===== config.mk =====
export PLATFORM = sky130hd
export DESIGN_NAME = multicycle_control_fsm_flat
export DESIGN_NICKNAME = d
export VERILOG_FILES = /design/src/rtl/multicycle_control_fsm_pkg.sv /design/src/rtl/multicycle_control_fsm_if.sv /design/src/rtl/multicycle_control_fsm_wait_timer.sv /design/src/rtl/multicycle_control_fsm.sv /design/src/flat_wrapper.sv
export SDC_FILE = /design/constraint.sdc
export NUM_CORES = 1
export LEC_CHECK = 0
export BUFFER_PORTS_ARGS = -buffer_cell sky130_fd_sc_hd__buf_4
export CORE_MARGIN = 2
export CORE_UTILIZATION = 50
export DETAILED_ROUTE_END_ITERATION = 12
export PLACE_DENSITY = 0.77
export SLEW_MARGIN = 0
export SYNTH_ARGS = -nofsm -noshare
export SYNTH_HDL_FRONTEND = slang
export SYNTH_SLANG_ARGS = --single-unit

===== constraint.sdc =====
create_clock -name clk -period 1.8 [get_ports clk]
set_input_delay 0.27 -clock clk [delete_from_list [all_inputs] [get_ports clk]]
set_output_delay 0.27 -clock clk [all_outputs]
set_load 0.02 [all_outputs]

===== src/rtl/multicycle_control_fsm_pkg.sv =====
// rtl/multicycle_control_fsm_pkg.sv - shared encodings for the multi-cycle MIPS control sequencer
package mips_ctrl_pkg;

  localparam logic [5:0] OP_RTYPE = 6'h00;
  localparam logic [5:0] OP_ADDI  = 6'h08;
  localparam logic [5:0] OP_ANDI  = 6'h0C;
  localparam logic [5:0] OP_ORI   = 6'h0D;
  localparam logic [5:0] OP_BEQ   = 6'h04;
  localparam logic [5:0] OP_LW    = 6'h23;
  localparam logic [5:0] OP_LH    = 6'h21;
  localparam logic [5:0] OP_LHU   = 6'h25;
  localparam logic [5:0] OP_SW    = 6'h2B;

  typedef enum logic [3:0] {
    S_FETCH     = 4'd0,
    S_DECODE    = 4'd1,
    S_MEM_ADDR  = 4'd2,
    S_MEM_READ  = 4'd3,
    S_MEM_WB    = 4'd4,
    S_MEM_WRITE = 4'd5,
    S_EXECUTE   = 4'd6,
    S_ALU_WB    = 4'd7,
    S_BRANCH    = 4'd8,
    S_TRAP      = 4'd9
  } state_t;

  localparam logic [1:0] ALU_OP_ADD   = 2'b00;
  localparam logic [1:0] ALU_OP_SUB   = 2'b01;
  localparam logic [1:0] ALU_OP_FUNCT = 2'b10;

  localparam logic [1:0] SRCB_B       = 2'b00;
  localparam logic [1:0] SRCB_FOUR    = 2'b01;
  localparam logic [1:0] SRCB_IMM     = 2'b10;
  localparam logic [1:0] SRCB_IMM_SH2 = 2'b11;

  localparam logic [1:0] CAUSE_NONE    = 2'b00;
  localparam logic [1:0] CAUSE_ILLEGAL = 2'b01;
  localparam logic [1:0] CAUSE_TIMEOUT = 2'b10;

  // Every datapath control in one word so a single default clears them all.
  typedef struct packed {
    logic       pc_write;
    logic       pc_source;
    logic       i_or_d;
    logic       mem_read;
    logic       mem_write;
    logic       ir_write;
    logic       reg_dst;
    logic       reg_write;
    logic       mem_to_reg;
    logic       alu_src_a;
    logic [1:0] alu_src_b;
    logic [1:0] alu_op;
    logic       load_half;
    logic       load_half_unsigned;
    logic       trap;
    logic [1:0] trap_cause;
    logic [3:0] state_dbg;
  } ctl_t;

  function automatic logic is_mem_op(input logic [5:0] op);
    return (op == OP_LW) || (op == OP_LH) || (op == OP_LHU) || (op == OP_SW);
  endfunction

  function automatic logic is_alu_op(input logic [5:0] op);
    return (op == OP_RTYPE) || (op == OP_ADDI) || (op == OP_ANDI) || (op == OP_ORI);
  endfunction

endpackage


===== src/rtl/multicycle_control_fsm_if.sv =====
// rtl/multicycle_control_fsm_if.sv - control/status bundle between sequencer and datapath
interface multicycle_control_fsm_if;
  logic [5:0] opcode;
  logic       zero;
  logic       mem_ready;
  logic       pc_write;
  logic       pc_source;
  logic       i_or_d;
  logic       mem_read;
  logic       mem_write;
  logic       ir_write;
  logic       reg_dst;
  logic       reg_write;
  logic       mem_to_reg;
  logic       alu_src_a;
  logic [1:0] alu_src_b;
  logic [1:0] alu_op;
  logic       load_half;
  logic       load_half_unsigned;
  logic       trap;
  logic [1:0] trap_cause;
  logic [3:0] state_dbg;

  modport master (
    input  opcode, zero, mem_ready,
    output pc_write, pc_source, i_or_d, mem_read, mem_write, ir_write,
           reg_dst, reg_write, mem_to_reg, alu_src_a, alu_src_b, alu_op,
           load_half, load_half_unsigned, trap, trap_cause, state_dbg
  );

  modport slave (
    output opcode, zero, mem_ready,
    input  pc_write, pc_source, i_or_d, mem_read, mem_write, ir_write,
           reg_dst, reg_write, mem_to_reg, alu_src_a, alu_src_b, alu_op,
           load_half, load_half_unsigned, trap, trap_cause, state_dbg
  );
endinterface


===== src/rtl/multicycle_control_fsm_wait_timer.sv =====
// rtl/multicycle_control_fsm_wait_timer.sv - memory wait counter with limit detection
module mips_ctrl_wait_timer #(
  parameter int WAIT_LIMIT = 15,
  parameter int CNT_W      = 4
) (
  input  logic clk,
  input  logic rst,
  input  logic clr,
  input  logic en,
  output logic limit_hit
);

  // The count holds completed wait cycles, so the current cycle is the
  // WAIT_LIMIT-th wait when the count equals WAIT_LIMIT-1.
  localparam int              LAST_I = (WAIT_LIMIT > 0) ? WAIT_LIMIT - 1 : 0;
  localparam logic [CNT_W-1:0] LAST  = LAST_I[CNT_W-1:0];

  logic [CNT_W-1:0] cnt_q, cnt_d;

  // Next count: clear wins, then saturating increment.
  always_comb begin
    cnt_d = cnt_q;
    if (clr) begin
      cnt_d = '0;
    end else if (en && (cnt_q != {CNT_W{1'b1}})) begin
      cnt_d = cnt_q + CNT_W'(1);
    end
  end

  // Count register.
  always_ff @(posedge clk or posedge rst) begin
    if (rst) begin
      cnt_q <= '0;
    end else begin
      cnt_q <= cnt_d;
    end
  end

  assign limit_hit = (WAIT_LIMIT != 0) && (cnt_q == LAST);

endmodule


===== src/rtl/multicycle_control_fsm.sv =====
// rtl/multicycle_control_fsm.sv - Moore sequencer driving the multi-cycle MIPS datapath
module multicycle_control_fsm
  import mips_ctrl_pkg::*;
#(
  parameter int WAIT_LIMIT = 15,
  parameter int CNT_W      = 4
) (
  input logic                      clk,
  input logic                      reset,
  multicycle_control_fsm_if.master bus
);

  state_t     state_q, state_d;
  logic [5:0] op_q, op_d;
  logic [1:0] cause_q, cause_d;
  ctl_t       ctl;
  logic       wait_state;
  logic       timer_clr;
  logic       limit_hit;

  assign wait_state = (state_q == S_FETCH) || (state_q == S_MEM_READ) || (state_q == S_MEM_WRITE);
  // Leaving any state restarts the count, which covers entry into each wait state.
  assign timer_clr  = (state_d != state_q) || !wait_state;

  mips_ctrl_wait_timer #(
    .WAIT_LIMIT (WAIT_LIMIT),
    .CNT_W      (CNT_W)
  ) u_wait_timer (
    .clk       (clk),
    .rst       (reset),
    .clr       (timer_clr),
    .en        (wait_state && !bus.mem_ready),
    .limit_hit (limit_hit)
  );

  // Next-state, opcode latch, trap cause and per-state control word.
  always_comb begin
    state_d = state_q;
    op_d    = op_q;
    cause_d = cause_q;
    ctl     = '0;
    ctl.state_dbg = state_q;

    unique case (state_q)
      S_FETCH: begin
        ctl.mem_read  = 1'b1;
        ctl.alu_src_b = SRCB_FOUR;
        ctl.alu_op    = ALU_OP_ADD;
        if (bus.mem_ready) begin
          ctl.ir_write = 1'b1;
          ctl.pc_write = 1'b1;
          state_d      = S_DECODE;
        end else if (limit_hit) begin
          state_d = S_TRAP;
          cause_d = CAUSE_TIMEOUT;
        end
      end
      S_DECODE: begin
        ctl.alu_src_b = SRCB_IMM_SH2;
        ctl.alu_op    = ALU_OP_ADD;
        op_d          = bus.opcode;
        if (is_mem_op(bus.opcode)) begin
          state_d = S_MEM_ADDR;
        end else if (is_alu_op(bus.opcode)) begin
          state_d = S_EXECUTE;
        end else if (bus.opcode == OP_BEQ) begin
          state_d = S_BRANCH;
        end else begin
          state_d = S_TRAP;
          cause_d = CAUSE_ILLEGAL;
        end
      end
      S_MEM_ADDR: begin
        ctl.alu_src_a = 1'b1;
        ctl.alu_src_b = SRCB_IMM;
        ctl.alu_op    = ALU_OP_ADD;
        state_d       = (op_q == OP_SW) ? S_MEM_WRITE : S_MEM_READ;
      end
      S_MEM_READ: begin
        ctl.mem_read = 1'b1;
        ctl.i_or_d   = 1'b1;
        if (bus.mem_ready) begin
          state_d = S_MEM_WB;
        end else if (limit_hit) begin
          state_d = S_TRAP;
          cause_d = CAUSE_TIMEOUT;
        end
      end
      S_MEM_WB: begin
        ctl.reg_write          = 1'b1;
        ctl.mem_to_reg         = 1'b1;
        ctl.load_half          = (op_q == OP_LH);
        ctl.load_half_unsigned = (op_q == OP_LHU);
        state_d                = S_FETCH;
      end
      S_MEM_WRITE: begin
        ctl.mem_write = 1'b1;
        ctl.i_or_d    = 1'b1;
        if (bus.mem_ready) begin
          state_d = S_FETCH;
        end else if (limit_hit) begin
          state_d = S_TRAP;
          cause_d = CAUSE_TIMEOUT;
        end
      end
      S_EXECUTE: begin
        ctl.alu_src_a = 1'b1;
        ctl.alu_op    = ALU_OP_FUNCT;
        ctl.alu_src_b = (op_q == OP_RTYPE) ? SRCB_B : SRCB_IMM;
        state_d       = S_ALU_WB;
      end
      S_ALU_WB: begin
        ctl.reg_write = 1'b1;
        ctl.reg_dst   = (op_q == OP_RTYPE);
        state_d       = S_FETCH;
      end
      S_BRANCH: begin
        ctl.alu_src_a = 1'b1;
        ctl.alu_src_b = SRCB_B;
        ctl.alu_op    = ALU_OP_SUB;
        ctl.pc_source = 1'b1;
        ctl.pc_write  = bus.zero;
        state_d       = S_FETCH;
      end
      S_TRAP: begin
        ctl.trap       = 1'b1;
        ctl.trap_cause = cause_q;
      end
      default: begin
        state_d = S_FETCH;
      end
    endcase

    // Reset silences the datapath immediately, not at the next edge.
    if (reset) begin
      ctl = '0;
    end
  end

  // State, latched opcode and sticky trap cause.
  always_ff @(posedge clk or posedge reset) begin
    if (reset) begin
      state_q <= S_FETCH;
      op_q    <= '0;
      cause_q <= CAUSE_NONE;
    end else begin
      state_q <= state_d;
      op_q    <= op_d;
      cause_q <= cause_d;
    end
  end

  assign bus.pc_write           = ctl.pc_write;
  assign bus.pc_source          = ctl.pc_source;
  assign bus.i_or_d             = ctl.i_or_d;
  assign bus.mem_read           = ctl.mem_read;
  assign bus.mem_write          = ctl.mem_write;
  assign bus.ir_write           = ctl.ir_write;
  assign bus.reg_dst            = ctl.reg_dst;
  assign bus.reg_write          = ctl.reg_write;
  assign bus.mem_to_reg         = ctl.mem_to_reg;
  assign bus.alu_src_a          = ctl.alu_src_a;
  assign bus.alu_src_b          = ctl.alu_src_b;
  assign bus.alu_op             = ctl.alu_op;
  assign bus.load_half          = ctl.load_half;
  assign bus.load_half_unsigned = ctl.load_half_unsigned;
  assign bus.trap               = ctl.trap;
  assign bus.trap_cause         = ctl.trap_cause;
  assign bus.state_dbg          = ctl.state_dbg;

endmodule


===== src/flat_wrapper.sv =====
// flat-port wrapper written by rule: the top's interface ports become plain ports
module multicycle_control_fsm_flat import mips_ctrl_pkg::*;
#(
  parameter int WAIT_LIMIT = 15,
  parameter int CNT_W      = 4
)
  (clk, reset, bus_opcode, bus_zero, bus_mem_ready, bus_pc_write, bus_pc_source, bus_i_or_d, bus_mem_read, bus_mem_write, bus_ir_write, bus_reg_dst, bus_reg_write, bus_mem_to_reg, bus_alu_src_a, bus_alu_src_b, bus_alu_op, bus_load_half, bus_load_half_unsigned, bus_trap, bus_trap_cause, bus_state_dbg);
  multicycle_control_fsm_if bus_i ();
  input logic clk;
  input logic reset;
  input wire logic [$bits(bus_i.opcode)-1:0] bus_opcode;
  input wire logic [$bits(bus_i.zero)-1:0] bus_zero;
  input wire logic [$bits(bus_i.mem_ready)-1:0] bus_mem_ready;
  output wire logic [$bits(bus_i.pc_write)-1:0] bus_pc_write;
  output wire logic [$bits(bus_i.pc_source)-1:0] bus_pc_source;
  output wire logic [$bits(bus_i.i_or_d)-1:0] bus_i_or_d;
  output wire logic [$bits(bus_i.mem_read)-1:0] bus_mem_read;
  output wire logic [$bits(bus_i.mem_write)-1:0] bus_mem_write;
  output wire logic [$bits(bus_i.ir_write)-1:0] bus_ir_write;
  output wire logic [$bits(bus_i.reg_dst)-1:0] bus_reg_dst;
  output wire logic [$bits(bus_i.reg_write)-1:0] bus_reg_write;
  output wire logic [$bits(bus_i.mem_to_reg)-1:0] bus_mem_to_reg;
  output wire logic [$bits(bus_i.alu_src_a)-1:0] bus_alu_src_a;
  output wire logic [$bits(bus_i.alu_src_b)-1:0] bus_alu_src_b;
  output wire logic [$bits(bus_i.alu_op)-1:0] bus_alu_op;
  output wire logic [$bits(bus_i.load_half)-1:0] bus_load_half;
  output wire logic [$bits(bus_i.load_half_unsigned)-1:0] bus_load_half_unsigned;
  output wire logic [$bits(bus_i.trap)-1:0] bus_trap;
  output wire logic [$bits(bus_i.trap_cause)-1:0] bus_trap_cause;
  output wire logic [$bits(bus_i.state_dbg)-1:0] bus_state_dbg;
  assign bus_i.opcode = bus_opcode;
  assign bus_i.zero = bus_zero;
  assign bus_i.mem_ready = bus_mem_ready;
  assign bus_pc_write = bus_i.pc_write;
  assign bus_pc_source = bus_i.pc_source;
  assign bus_i_or_d = bus_i.i_or_d;
  assign bus_mem_read = bus_i.mem_read;
  assign bus_mem_write = bus_i.mem_write;
  assign bus_ir_write = bus_i.ir_write;
  assign bus_reg_dst = bus_i.reg_dst;
  assign bus_reg_write = bus_i.reg_write;
  assign bus_mem_to_reg = bus_i.mem_to_reg;
  assign bus_alu_src_a = bus_i.alu_src_a;
  assign bus_alu_src_b = bus_i.alu_src_b;
  assign bus_alu_op = bus_i.alu_op;
  assign bus_load_half = bus_i.load_half;
  assign bus_load_half_unsigned = bus_i.load_half_unsigned;
  assign bus_trap = bus_i.trap;
  assign bus_trap_cause = bus_i.trap_cause;
  assign bus_state_dbg = bus_i.state_dbg;
  multicycle_control_fsm #(.WAIT_LIMIT(WAIT_LIMIT), .CNT_W(CNT_W)) u_core (.clk(clk), .reset(reset), .bus(bus_i));
endmodule

==> flow_metrics.py <==
metrics = {
    "min_path": {
        "holdPathStages": 3,
        "min_from": "bus_opcode[2]",
        "holdPathEnd": "u_core.op_q[2]$_DFFE_PP0P_",
        "min_path_type": "input pin to flip-flop",
    },
    "power": {
        "ir_drop_mv": 0.831,
        "pwr-share-comb_pct": 64.6,
        "p_seq_share_pct": 27.1,
        "p_sw_mw": 1.03,
        "power_density_nw_per_um2": 1300,
        "p_clk_share_pct": 8.3,
        "power.internal_mw": 1.22,
        "switching_share_pct": 45.9,
        "totalPowerFinal_mw": 2.25,
        "p_leak_nw": 0.784,
    },
    "routing": {
        "wl_met1_um": 1380,
        "remaining_drc_errors": 0,
        "initialDrtViolationCount": 50,
        "drt_wl_total_um": 3430,
        "firstDrtPassIters": 4,
        "drtAntennaViolNets": 0,
        "wl_met3_um": 193,
        "route.met2.wl_um": 1800,
        "wl_per_cell_um": 17.0,
        "highest-signal-layer": "met4",
        "vias": 1219,
        "vias_per_cell": 6.03,
    },
    "sta": {
        "fmax_ghz": 0.499,
        "finalSetupViolations": 10,
        "setup_slack_ps": -203,
        "finalMaxSlewViolations": 0,
        "slew_headroom_pct": 72.7,
        "worst_clock_skew_ps": 3.05,
        "worst_slew_pin_slew_ps": 405,
        "tns_ps": -810,
        "min_period_ps": 2000,
        "fin_crit_sh_pct": 111,
        "hold_viol": 0,
        "rsz0062_at_grt": "true",
        "holdWs_ps": 226,
    },
    "synthesis": {
        "ys_seq_area_share_pct": 35.0,
        "avgSynthCellArea_um2": 8.73,
        "netlist_instances": 131,
        "synth_nets": 143,
        "ys_warn_count": 0,
        "yosys-top-cells-area": "dfrtp_1, mux2_2, nor2_1",
        "synth_top_area_share_pct": 35.0,
        "synth_edf_count": 0,
        "synth.distinct_cells": 43,
        "yosysTopAreaCell": "dfrtp_1",
        "synthesis.area_um2": 1140,
        "synthArstFlopShare_pct": 100,
        "synth-seq-cells": 16,
        "ys.flop_type": "dfrtp_1",
    },
    "placement": {
        "dp_slack_ps": 91.5,
        "dpl.cell_count": 192,
        "placedInstanceArea_um2": 1500,
        "numPortBuffers": 32,
        "dpl.hpwl_um": 2260,
        "globalplace.congestion": 0.809,
    },
    "floorplan": {
        "die_y_um": 51.8,
        "die_x_um": 51.8,
        "core-area_um2": 2190,
        "dieArea_um2": 2690,
        "num_io_pins": 33,
        "start_util_pct": 52.2,
        "row_count": 17,
    },
    "grt": {
        "grt_max_degree": 22,
        "grt_pass1_wl_um": 4770,
        "antenna_found_initial": 0,
        "gr-total-overflow": 0,
        "track_usage_pct": 23.7,
        "grt_pass1_vias": 1037,
    },
    "cts": {
        "cts_made_buffers": 3,
        "insertion_delay_ps": 280,
        "cts.sinks": 16,
        "clock_path_buffers": 2,
        "clk_pin_slew_ps": 90,
        "htreeDepth": 1,
        "clock-root-buffer": "clkbuf_4",
        "cts_tree": "done",
    },
    "run": {
        "drv_cap": 0,
    },
    "worst_setup_path": {
        "path_class": "flip-flop to primary output",
        "crit_arrival_ps": 1730,
        "cp-end-kind": "primary output",
        "crit_slowest_cell": "dfrtp_1",
        "timing.rr.start": "u_core.state_q[3]$_DFF_PP0_",
        "crit_required_ps": 1530,
        "rr_endpoint": "u_core.op_q[3]$_DFFE_PP0P_",
        "cp_cell_sequence": "or3b_4, nor3_4, nand4_1, nor2_2, buf_4",
        "slowest_delay_ps": 410,
        "startpoint_type": "flip-flop",
        "path_max_fanout": 2,
        "r2r_slack_ps": 70,
        "reg2reg_depth": 5,
    },
    "cells_and_area": {
        "diodes": 0,
        "seqCellArea_um2": 402,
        "final_net_count": 188,
        "finalInstanceArea_um2": 1730,
        "nFillCells": 150,
        "area_delta_synth_final_pct": 50.9,
        "fin_util_pct": 78.8,
        "drive_gt1_share_pct": 48.3,
        "fin_cells": 202,
        "multiInputGateArea_um2": 818,
    },
    "run_status": {
        "outcome": "finished, violations left",
        "violations": "setup timing",
    },
}
power groups by stage:
stage / Combinational, mW / Sequential (mW) / Clock [mW]
2_1_floorplan: 0.723 / 0.572 / 0
4_1_cts: 1.20 / 0.573 / 0.188
3_5_place_dp: 1.12 / 0.576 / 0
6_report: 1.45 / 0.610 / 0.187
5_1_grt: 1.54 / 0.625 / 0.210
3_3_place_gp: 1.09 / 0.569 / 0
kinds of logic (layout without fill, tap and decap cells):
| kind of cell | after synthesis | in the layout | share of synthesized area, % |
|---|---|---|---|
| compound gates | 28 | 28 | 17.3 |
| xor+xnor | 4 | 4 | 3.06 |
| fa+ha+maj | 2 | 2 | 2.19 |
| buf+inv | 15 | 58 | 6.13 |
| flops | 16 | 16 | 35.0 |
| mux | 6 | 6 | 5.80 |
| simple gates | 60 | 60 | 30.5 |
timing repair:
action,4_1_cts,5_1_grt
gates cloned,0,1
hold buffers,0,0
resized for setup,13,20
pin swaps,6,5
setup endpoints to repair,8,12
setup buffers,2,5
how the worst max path moves through the flow:
stage               cells past startpoint  slack [ps]                   startpoint                endpoint
CTS                                     5        -150  u_core.state_q[3]$_DFF_PP0_  bus_load_half_unsigned
global route                            5        -250  u_core.state_q[3]$_DFF_PP0_           bus_load_half
global placement                        5         130  u_core.state_q[2]$_DFF_PP0_           bus_load_half
detailed placement                      5          90  u_core.state_q[3]$_DFF_PP0_  bus_load_half_unsigned
floorplan                               5         -80                        reset            bus_pc_write
finish                                  5        -200  u_core.state_q[3]$_DFF_PP0_           bus_load_half
per-layer routing:
layer  track usage [%]  vias up
li1                  -      567
met1              32.5      587
met2              40.5       59
met3              2.01        6
met4              5.26        0
met5                 0        -
synthesized netlist by cell type, types with 2 or more instances:
master	n
a21bo_2	2
a21o_1	2
a21oi_1	5
a31oi_1	4
and3_1	2
buf_2	5
dfrtp_1	16
ha_1	2
inv_1	8
mux2_2	5
nand2_1	5
nand3_1	4
nand3b_1	2
nand4_1	2
nor2_1	15
nor2b_1	2
nor3_1	11
nor3_4	2
nor3b_1	2
nor4_1	6
o211a_1	2
o21ai_0	4
xnor2_1	3
cells in the final DEF (no fill, tap or decap), types with 4 or more instances in the layout:
master | synthesis | routed
a21oi_1 | 5 | 5
a31oi_1 | 4 | 4
buf_4 | 0 | 38
buf_6 | 1 | 6
dfrtp_1 | 16 | 15
inv_1 | 8 | 7
mux2_2 | 5 | 5
nand2_1 | 5 | 4
nand3_1 | 4 | 4
nor2_1 | 15 | 10
nor2_4 | 0 | 4
nor3_1 | 11 | 4
nor3_2 | 0 | 5
nor3_4 | 2 | 4
o21ai_0 | 4 | 4
flip-flops by register name (all words and copies together), names as in the netlist:
register,count
u_core.u_wait_timer.cnt_q,4
u_core.op_q,6
u_core.state_q,4
u_core.cause_q,2
worst max-delay path: cells and delay by family, from the launching register on:
family                 cells  cell delay [ps]
and+or+nand+nor            4              880
DFF                        1              410
buffers and inverters      1              150
cell type report:
cell class	count	area share, %
multi-input cells	100	47.4
repair buffers	47	24.2
flip-flops and latches	16	23.3
well taps	28	2.03
inverters	8	1.74
clock buffers	3	1.31
Power figures use the tool's default switching activity.
